`src/rtl/mem_port_arbiter_if.sv`:
```
// Bundle of the port-A write stream, the port-B request/ack channel and the
// memory-manager side of the arbiter.
interface mem_port_arbiter_if;
  localparam int unsigned AW = 18;
  localparam int unsigned DW = 32;

  logic          a_wr_valid;
  logic [AW-1:0] a_wr_addr;
  logic [DW-1:0] a_wr_data;
  logic          a_full;

  logic          b_req;
  logic          b_we;
  logic [AW-1:0] b_addr;
  logic [DW-1:0] b_wdata;
  logic          b_ack;
  logic [DW-1:0] b_rdata;

  logic          mem_ready;
  logic          mem_wren;
  logic [AW-1:0] mem_address;
  logic [DW-1:0] mem_data_write;
  logic          mem_pause;
  logic [DW-1:0] mem_data_read;

  logic          timeout_err;

  // Arbiter side.
  modport slave (
    input  a_wr_valid, a_wr_addr, a_wr_data,
    input  b_req, b_we, b_addr, b_wdata,
    input  mem_ready, mem_pause, mem_data_read,
    output a_full, b_ack, b_rdata,
    output mem_wren, mem_address, mem_data_write,
    output timeout_err
  );

  // User logic plus memory-manager side.
  modport master (
    output a_wr_valid, a_wr_addr, a_wr_data,
    output b_req, b_we, b_addr, b_wdata,
    output mem_ready, mem_pause, mem_data_read,
    input  a_full, b_ack, b_rdata,
    input  mem_wren, mem_address, mem_data_write,
    input  timeout_err
  );
endinterface

```
`src/rtl/mem_port_arbiter.sv`:
```
// Two-port arbiter in front of a single-request memory manager: port A is a
// buffered streaming writer, port B a blocking read/write requester.
module mem_port_arbiter #(
  parameter int unsigned FIFO_DEPTH = 4,
  parameter int unsigned TIMEOUT    = 16
) (
  input logic             clk_sync,
  input logic             rst_n,
  mem_port_arbiter_if.slave bus
);
  localparam int unsigned AW = 18;
  localparam int unsigned DW = 32;
  localparam int unsigned PW = $clog2(FIFO_DEPTH);
  localparam int unsigned CW = PW + 1;
  localparam int unsigned TW = $clog2(TIMEOUT + 1);

  typedef enum logic [1:0] {IDLE, ISSUE, WAIT_DONE, RESP} state_t;

  state_t        state, state_n;

  logic [AW-1:0] fifo_addr [FIFO_DEPTH];
  logic [DW-1:0] fifo_data [FIFO_DEPTH];
  logic [PW-1:0] wr_ptr, rd_ptr;
  logic [CW-1:0] count;
  logic          full, push, pop;

  logic          wren_q, wren_n;
  logic [AW-1:0] addr_q, addr_n;
  logic [DW-1:0] wdata_q, wdata_n;
  logic          ack_q, ack_n;
  logic [DW-1:0] rdata_q, rdata_n;
  logic          terr_q, terr_n;
  logic          last_grant, last_grant_n;   // 1 = port B won last
  logic          grant_b, grant_b_n;         // in-flight request belongs to B
  logic [TW-1:0] tmo_cnt, tmo_n;
  logic          a_pend, pick_b;
  logic [DW-1:0] resp_data;

  assign full = (count == CW'(FIFO_DEPTH));
  // A pop frees a slot in the same cycle, so a push while full still lands.
  assign pop  = (state == RESP) && !grant_b;
  assign push = bus.a_wr_valid && (!full || pop);

  assign bus.a_full         = full;
  assign bus.mem_wren       = wren_q;
  assign bus.mem_address    = addr_q;
  assign bus.mem_data_write = wdata_q;
  assign bus.b_ack          = ack_q;
  assign bus.b_rdata        = rdata_q;
  assign bus.timeout_err    = terr_q;

  // FIFO storage; contents are don't-care until pushed.
  always_ff @(posedge clk_sync) begin
    if (push) begin
      fifo_addr[wr_ptr] <= bus.a_wr_addr;
      fifo_data[wr_ptr] <= bus.a_wr_data;
    end
  end

  // FIFO pointers and occupancy.
  always_ff @(posedge clk_sync or negedge rst_n) begin
    if (!rst_n) begin
      wr_ptr <= '0;
      rd_ptr <= '0;
      count  <= '0;
    end else begin
      if (push) wr_ptr <= wr_ptr + PW'(1);
      if (pop)  rd_ptr <= rd_ptr + PW'(1);
      count <= count + CW'(push) - CW'(pop);
    end
  end

  // Next-state, grant selection and next values of the registered outputs.
  always_comb begin
    state_n      = state;
    wren_n       = wren_q;
    addr_n       = addr_q;
    wdata_n      = wdata_q;
    ack_n        = 1'b0;
    rdata_n      = rdata_q;
    terr_n       = terr_q;
    last_grant_n = last_grant;
    grant_b_n    = grant_b;
    tmo_n        = tmo_cnt;
    a_pend       = (count != '0);
    pick_b       = bus.b_req && (!a_pend || (!full && !last_grant));
    resp_data    = wren_q ? wdata_q : bus.mem_data_read;

    case (state)
      IDLE: begin
        if (bus.mem_ready && (a_pend || bus.b_req)) begin
          state_n      = ISSUE;
          grant_b_n    = pick_b;
          last_grant_n = pick_b;
          tmo_n        = '0;
          if (pick_b) begin
            wren_n  = bus.b_we;
            addr_n  = bus.b_addr;
            wdata_n = bus.b_wdata;
          end else begin
            wren_n  = 1'b1;
            addr_n  = fifo_addr[rd_ptr];
            wdata_n = fifo_data[rd_ptr];
          end
        end
      end
      ISSUE: begin
        if (bus.mem_pause) begin
          state_n = WAIT_DONE;
          tmo_n   = '0;
        end else if (tmo_cnt == TW'(TIMEOUT - 1)) begin
          state_n = RESP;
          terr_n  = 1'b1;
          wren_n  = 1'b0;
          tmo_n   = '0;
          ack_n   = grant_b;
          if (grant_b) rdata_n = resp_data;
        end else begin
          tmo_n = tmo_cnt + TW'(1);
        end
      end
      WAIT_DONE: begin
        if (!bus.mem_pause) begin
          state_n = RESP;
          wren_n  = 1'b0;
          ack_n   = grant_b;
          if (grant_b) rdata_n = resp_data;
        end
      end
      RESP:    state_n = IDLE;
      default: state_n = IDLE;
    endcase
  end

  // State register and registered outputs.
  always_ff @(posedge clk_sync or negedge rst_n) begin
    if (!rst_n) begin
      state      <= IDLE;
      wren_q     <= 1'b0;
      addr_q     <= '0;
      wdata_q    <= '0;
      ack_q      <= 1'b0;
      rdata_q    <= '0;
      terr_q     <= 1'b0;
      last_grant <= 1'b1;
      grant_b    <= 1'b0;
      tmo_cnt    <= '0;
    end else begin
      state      <= state_n;
      wren_q     <= wren_n;
      addr_q     <= addr_n;
      wdata_q    <= wdata_n;
      ack_q      <= ack_n;
      rdata_q    <= rdata_n;
      terr_q     <= terr_n;
      last_grant <= last_grant_n;
      grant_b    <= grant_b_n;
      tmo_cnt    <= tmo_n;
    end
  end
endmodule

```
`src/flat_wrapper.sv`:
```
// flat-port wrapper written by rule: the top's interface ports become plain ports
module mem_port_arbiter_flat 
#(
  parameter int unsigned FIFO_DEPTH = 4,
  parameter int unsigned TIMEOUT    = 16
)
  (clk_sync, rst_n, bus_a_wr_valid, bus_a_wr_addr, bus_a_wr_data, bus_b_req, bus_b_we, bus_b_addr, bus_b_wdata, bus_mem_ready, bus_mem_pause, bus_mem_data_read, bus_a_full, bus_b_ack, bus_b_rdata, bus_mem_wren, bus_mem_address, bus_mem_data_write, bus_timeout_err);
  mem_port_arbiter_if bus_i ();
  input logic clk_sync;
  input logic rst_n;
  input wire logic [$bits(bus_i.a_wr_valid)-1:0] bus_a_wr_valid;
  input wire logic [$bits(bus_i.a_wr_addr)-1:0] bus_a_wr_addr;
  input wire logic [$bits(bus_i.a_wr_data)-1:0] bus_a_wr_data;
  input wire logic [$bits(bus_i.b_req)-1:0] bus_b_req;
  input wire logic [$bits(bus_i.b_we)-1:0] bus_b_we;
  input wire logic [$bits(bus_i.b_addr)-1:0] bus_b_addr;
  input wire logic [$bits(bus_i.b_wdata)-1:0] bus_b_wdata;
  input wire logic [$bits(bus_i.mem_ready)-1:0] bus_mem_ready;
  input wire logic [$bits(bus_i.mem_pause)-1:0] bus_mem_pause;
  input wire logic [$bits(bus_i.mem_data_read)-1:0] bus_mem_data_read;
  output wire logic [$bits(bus_i.a_full)-1:0] bus_a_full;
  output wire logic [$bits(bus_i.b_ack)-1:0] bus_b_ack;
  output wire logic [$bits(bus_i.b_rdata)-1:0] bus_b_rdata;
  output wire logic [$bits(bus_i.mem_wren)-1:0] bus_mem_wren;
  output wire logic [$bits(bus_i.mem_address)-1:0] bus_mem_address;
  output wire logic [$bits(bus_i.mem_data_write)-1:0] bus_mem_data_write;
  output wire logic [$bits(bus_i.timeout_err)-1:0] bus_timeout_err;
  assign bus_i.a_wr_valid = bus_a_wr_valid;
  assign bus_i.a_wr_addr = bus_a_wr_addr;
  assign bus_i.a_wr_data = bus_a_wr_data;
  assign bus_i.b_req = bus_b_req;
  assign bus_i.b_we = bus_b_we;
  assign bus_i.b_addr = bus_b_addr;
  assign bus_i.b_wdata = bus_b_wdata;
  assign bus_i.mem_ready = bus_mem_ready;
  assign bus_i.mem_pause = bus_mem_pause;
  assign bus_i.mem_data_read = bus_mem_data_read;
  assign bus_a_full = bus_i.a_full;
  assign bus_b_ack = bus_i.b_ack;
  assign bus_b_rdata = bus_i.b_rdata;
  assign bus_mem_wren = bus_i.mem_wren;
  assign bus_mem_address = bus_i.mem_address;
  assign bus_mem_data_write = bus_i.mem_data_write;
  assign bus_timeout_err = bus_i.timeout_err;
  mem_port_arbiter #(.FIFO_DEPTH(FIFO_DEPTH), .TIMEOUT(TIMEOUT)) u_core (.clk_sync(clk_sync), .rst_n(rst_n), .bus(bus_i));
endmodule
```
`config.mk`:
```
export PLATFORM = sky130hd
export DESIGN_NAME = mem_port_arbiter_flat
export DESIGN_NICKNAME = d
export VERILOG_FILES = /design/src/rtl/mem_port_arbiter_if.sv /design/src/rtl/mem_port_arbiter.sv /design/src/flat_wrapper.sv
export SDC_FILE = /design/constraint.sdc
export NUM_CORES = 1
export LEC_CHECK = 0
export ABC_AREA = 1
export CAP_MARGIN = 15
export CORE_MARGIN = 2
export CORE_UTILIZATION = 40
export CTS_CLUSTER_SIZE = 24
export DETAILED_ROUTE_END_ITERATION = 7
export RECOVER_POWER = 25
export SLEW_MARGIN = 20
export SYNTH_ARGS = -nofsm -noshare
export SYNTH_HDL_FRONTEND = slang
export SYNTH_SLANG_ARGS = --single-unit
```
`constraint.sdc`:
```
create_clock -name clk_sync -period 5.6 [get_ports clk_sync]
set_clock_uncertainty 0.05 [all_clocks]
set_input_delay 1.68 -clock clk_sync [delete_from_list [all_inputs] [get_ports clk_sync]]
set_output_delay 1.68 -clock clk_sync [all_outputs]
set_load 0.05 [all_outputs]
```
==> out/qor.yml <==
via_count: 9097
min-delay-start: "u_core.last_grant"
worst_slew_pin_slew_ps: 1020
ys_top_cells_by_area: "edfxtp_1 48%, dfrtp_1 20%, nand2_1 14%"
synth_top_area_cell: "edfxtp_1"
p_int_w: 0.00564
wl_met2_mm: 15.1
cts_tree: "built"
numCtsBuffers: 35
netlist_top_cells_count: "480 x nand2_1, 200 x edfxtp_1, 103 x nand3_1"
clk_latency_ps: 510
p_leak_nw: 6.63
cp-end-kind: "output port"
setup_tns_ps: 0
hold-path-endpoint: "u_core.last_grant"
pwr-share-comb_pct: 41.6
ys_async_sr_fraction_pct: 33.6
post_cts_buffers: 0
critPathArrivalTime_ps: 2520
viasPerCell: 4.89
fin_nets: 1584
gp_congestion: 0.801
ios: 225
yosysSeqAreaShare_pct: 67.5
ant_nets: 0
drv_slew: 0
area_delta_synth_final_pct: 29.2
clk_pin_slew_ps: 60
synth.distinct_cells: 29
routed-wl-met3_mm: 1.64
power.share.switching_pct: 41.4
cts_resized: 0
max_freq_mhz: 235
relSlewSlack_pct: 32.3
holdPathStages: 2
htree_levels: 2
grt.overflow.total: 0
io_buffer_count: 224
period_needed_ps: 4250
routedWlPerCell_um: 17.4
ff2ff_path_depth: 7
hpwl_mm: 19.9
power_per_cell_area_nw_per_um2: 590
cp.required_ps: 3870
clkSinkCount: 301
ff2ff_setup_slack_ps: 2760
maxCapViolCount: 0
row_count: 65
synth_most_common_cell: "nand2_1"
slowest_delay_ps: 1030
critPathSlowestCell: "dfrtp_2"
firstDrtPassIters: 4
status: "completed"
synth_top_area_share_pct: 47.5
synth.net_count: 1376
crit_family: "flip-flops"
grt_pass1_vias: 8638
synth_edf_count: 200
r2r-end: "u_core.bus.mem_data_write[13]"
rr_startpoint: "u_core.rd_ptr[1]"
path_cells: "clkdlybuf4s50_1"
path_max_fanout: 51
maxUsedRoutingLayer: "met4"
die_height_um: 182
cts_buffer_depth: 3
drive_gt1_share_pct: 6.38
drc: 0
die_w_um: 182
synth_cells: 1225
p_seq_share_pct: 35.4
cts_hold_buf: 0
fill_cells: 2793
antenna_found_initial: 3
hold_path_class: "register to register"
drt-total-wl_mm: 32.4
cp-start-kind: "register"
fin_crit_sh_pct: 75.9
met1_length_mm: 14.9
coreArea_um2: 31300
power_switching_w: 0.00399
power_frac_clock_pct: 23.1
peakVddDrop_mv: 0.356
grt_setup_unrepaired: "no"
finalHoldViolCount: 0
cts-root-buf: "clkbuf_16"
grt_pass1_wl_mm: 49.8
grt_max_degree: 103
drtIter0Drc: 740
path_buf_inv: 1
avgSynthCellArea_um2: 10.3
grt_usage_pct: 19.5
initial_core_util_pct: 40.4
setup_viol: 0
synth_top_flop_cell: "edfxtp_1"
ys_ff_latch: 301
path_class: "register to output port"
die_area_um2: 33000
ys.warnings.count: 0
final_util_pct: 52.1
syn_area_um2: 12600
==> worst max path at each step <==
| stage | from | endpoint | slack, ps | cells after the start |
|---|---|---|---|---|
| 6_report | u_core.bus.mem_wren | bus_mem_wren | 1350 | 1 |
| 5_1_grt | u_core.bus.mem_wren | bus_mem_wren | 1250 | 1 |
| 4_1_cts | u_core.bus.mem_wren | bus_mem_wren | 1320 | 1 |
| 3_5_place_dp | bus_b_req | u_core.bus.mem_data_write[15] | 1520 | 8 |
| 3_3_place_gp | bus_b_req | u_core.bus.mem_address[0] | 1580 | 8 |
| 2_1_floorplan | bus_a_wr_valid | u_core.fifo_addr[0][0] | 1220 | 2 |
==> power by group through the flow <==
stage / sequential (W) / combinational [W] / clock, W
2_1_floorplan: 0.00428 / 0.00183 / 0
3_3_place_gp: 0.00344 / 0.00401 / 0
3_5_place_dp: 0.00344 / 0.00405 / 0
4_1_cts: 0.00341 / 0.00406 / 0.00227
5_1_grt: 0.00347 / 0.00439 / 0.00237
6_report: 0.00341 / 0.00400 / 0.00223
==> area by class of cell <==
class	instances	area [um2]	area share [%]
clock inverters	11	144	0.881
repair buffers	236	2330	14.3
inverters	46	174	1.07
well taps	402	503	3.08
diodes	2	5.00	0.0307
multi-input cells	813	3640	22.3
flip-flops and latches	301	8540	52.3
clock buffers	50	983	6.02
==> metal layers <==
metal | track usage (%) | up-vias
met5 | 0 | -
met4 | 5.89 | 0
met3 | 3.29 | 49
met2 | 30.9 | 235
met1 | 27.6 | 4338
li1 | - | 4475
==> kinds of logic (layout without fill, tap and decap cells) <==
group | after synthesis | in the layout | share of synthesized area [%]
AND/OR/NAND/NOR | 674 | 674 | 21.3
flip-flops | 301 | 301 | 67.5
buffers and inverters | 111 | 343 | 3.99
AO/OA/AOI/OAI | 106 | 106 | 4.23
multiplexers | 15 | 15 | 1.34
adder cells (fa/ha/maj) | 12 | 12 | 1.25
XOR/XNOR | 6 | 6 | 0.416
other | 0 | 2 | 0
==> registers in the layout, indices dropped and copies added (netlist names) <==
signal and flops:
u_core.bus.b_ack 1, u_core.fifo_data 128, u_core.tmo_cnt 5, u_core.bus.mem_data_write 32, u_core.wr_ptr 2, u_core.fifo_addr 72
u_core.bus.b_rdata 32, u_core.bus.timeout_err 1, u_core.last_grant 1, u_core.rd_ptr 2, u_core.grant_b 1, u_core.count 3
u_core.bus.mem_address 18, u_core.bus.mem_wren 1, u_core.state 2
==> layout by cell type (no fill, tap or decap), types with 2 or more instances in the layout <==
cell             count
nand2_1            479
edfxtp_1           200
clkdlybuf4s50_1    180
nand3_1            102
dfrtp_1             97
nor2_1              77
o21ai_0             54
o21ai_1             48
inv_1               43
dlygate4sd3_1       43
clkbuf_16           36
mux2_2              15
buf_4               12
ha_1                11
clkbuf_1            11
xor2_1               5
nor2_4               4
or2_2                3
a21oi_1              3
clkinv_2             3
clkinv_1             3
bufinv_16            3
clkbuf_8             3
diode_2              2
nand4_1              2
nor3_1               2
inv_2                2
dfrtp_2              2
==> metrics by stage <==
step / instance area (um2) / power (W) / setup slack [ps] / instances / hold slack [ps]
2_1_floorplan: 12600 / 0.00611 / 1220 / 1225 / 395
3_3_place_gp: 15200 / 0.00745 / 1580 / 1798 / 409
3_5_place_dp: 15200 / 0.00749 / 1520 / 1798 / 411
4_1_cts: 16300 / 0.00974 / 1320 / 1859 / 422
5_1_grt: 16300 / 0.0102 / 1250 / 1861 / 447
6_report: 16300 / 0.00964 / 1350 / 1861 / 422
Note: power is estimated with default switching activity, not from simulation.
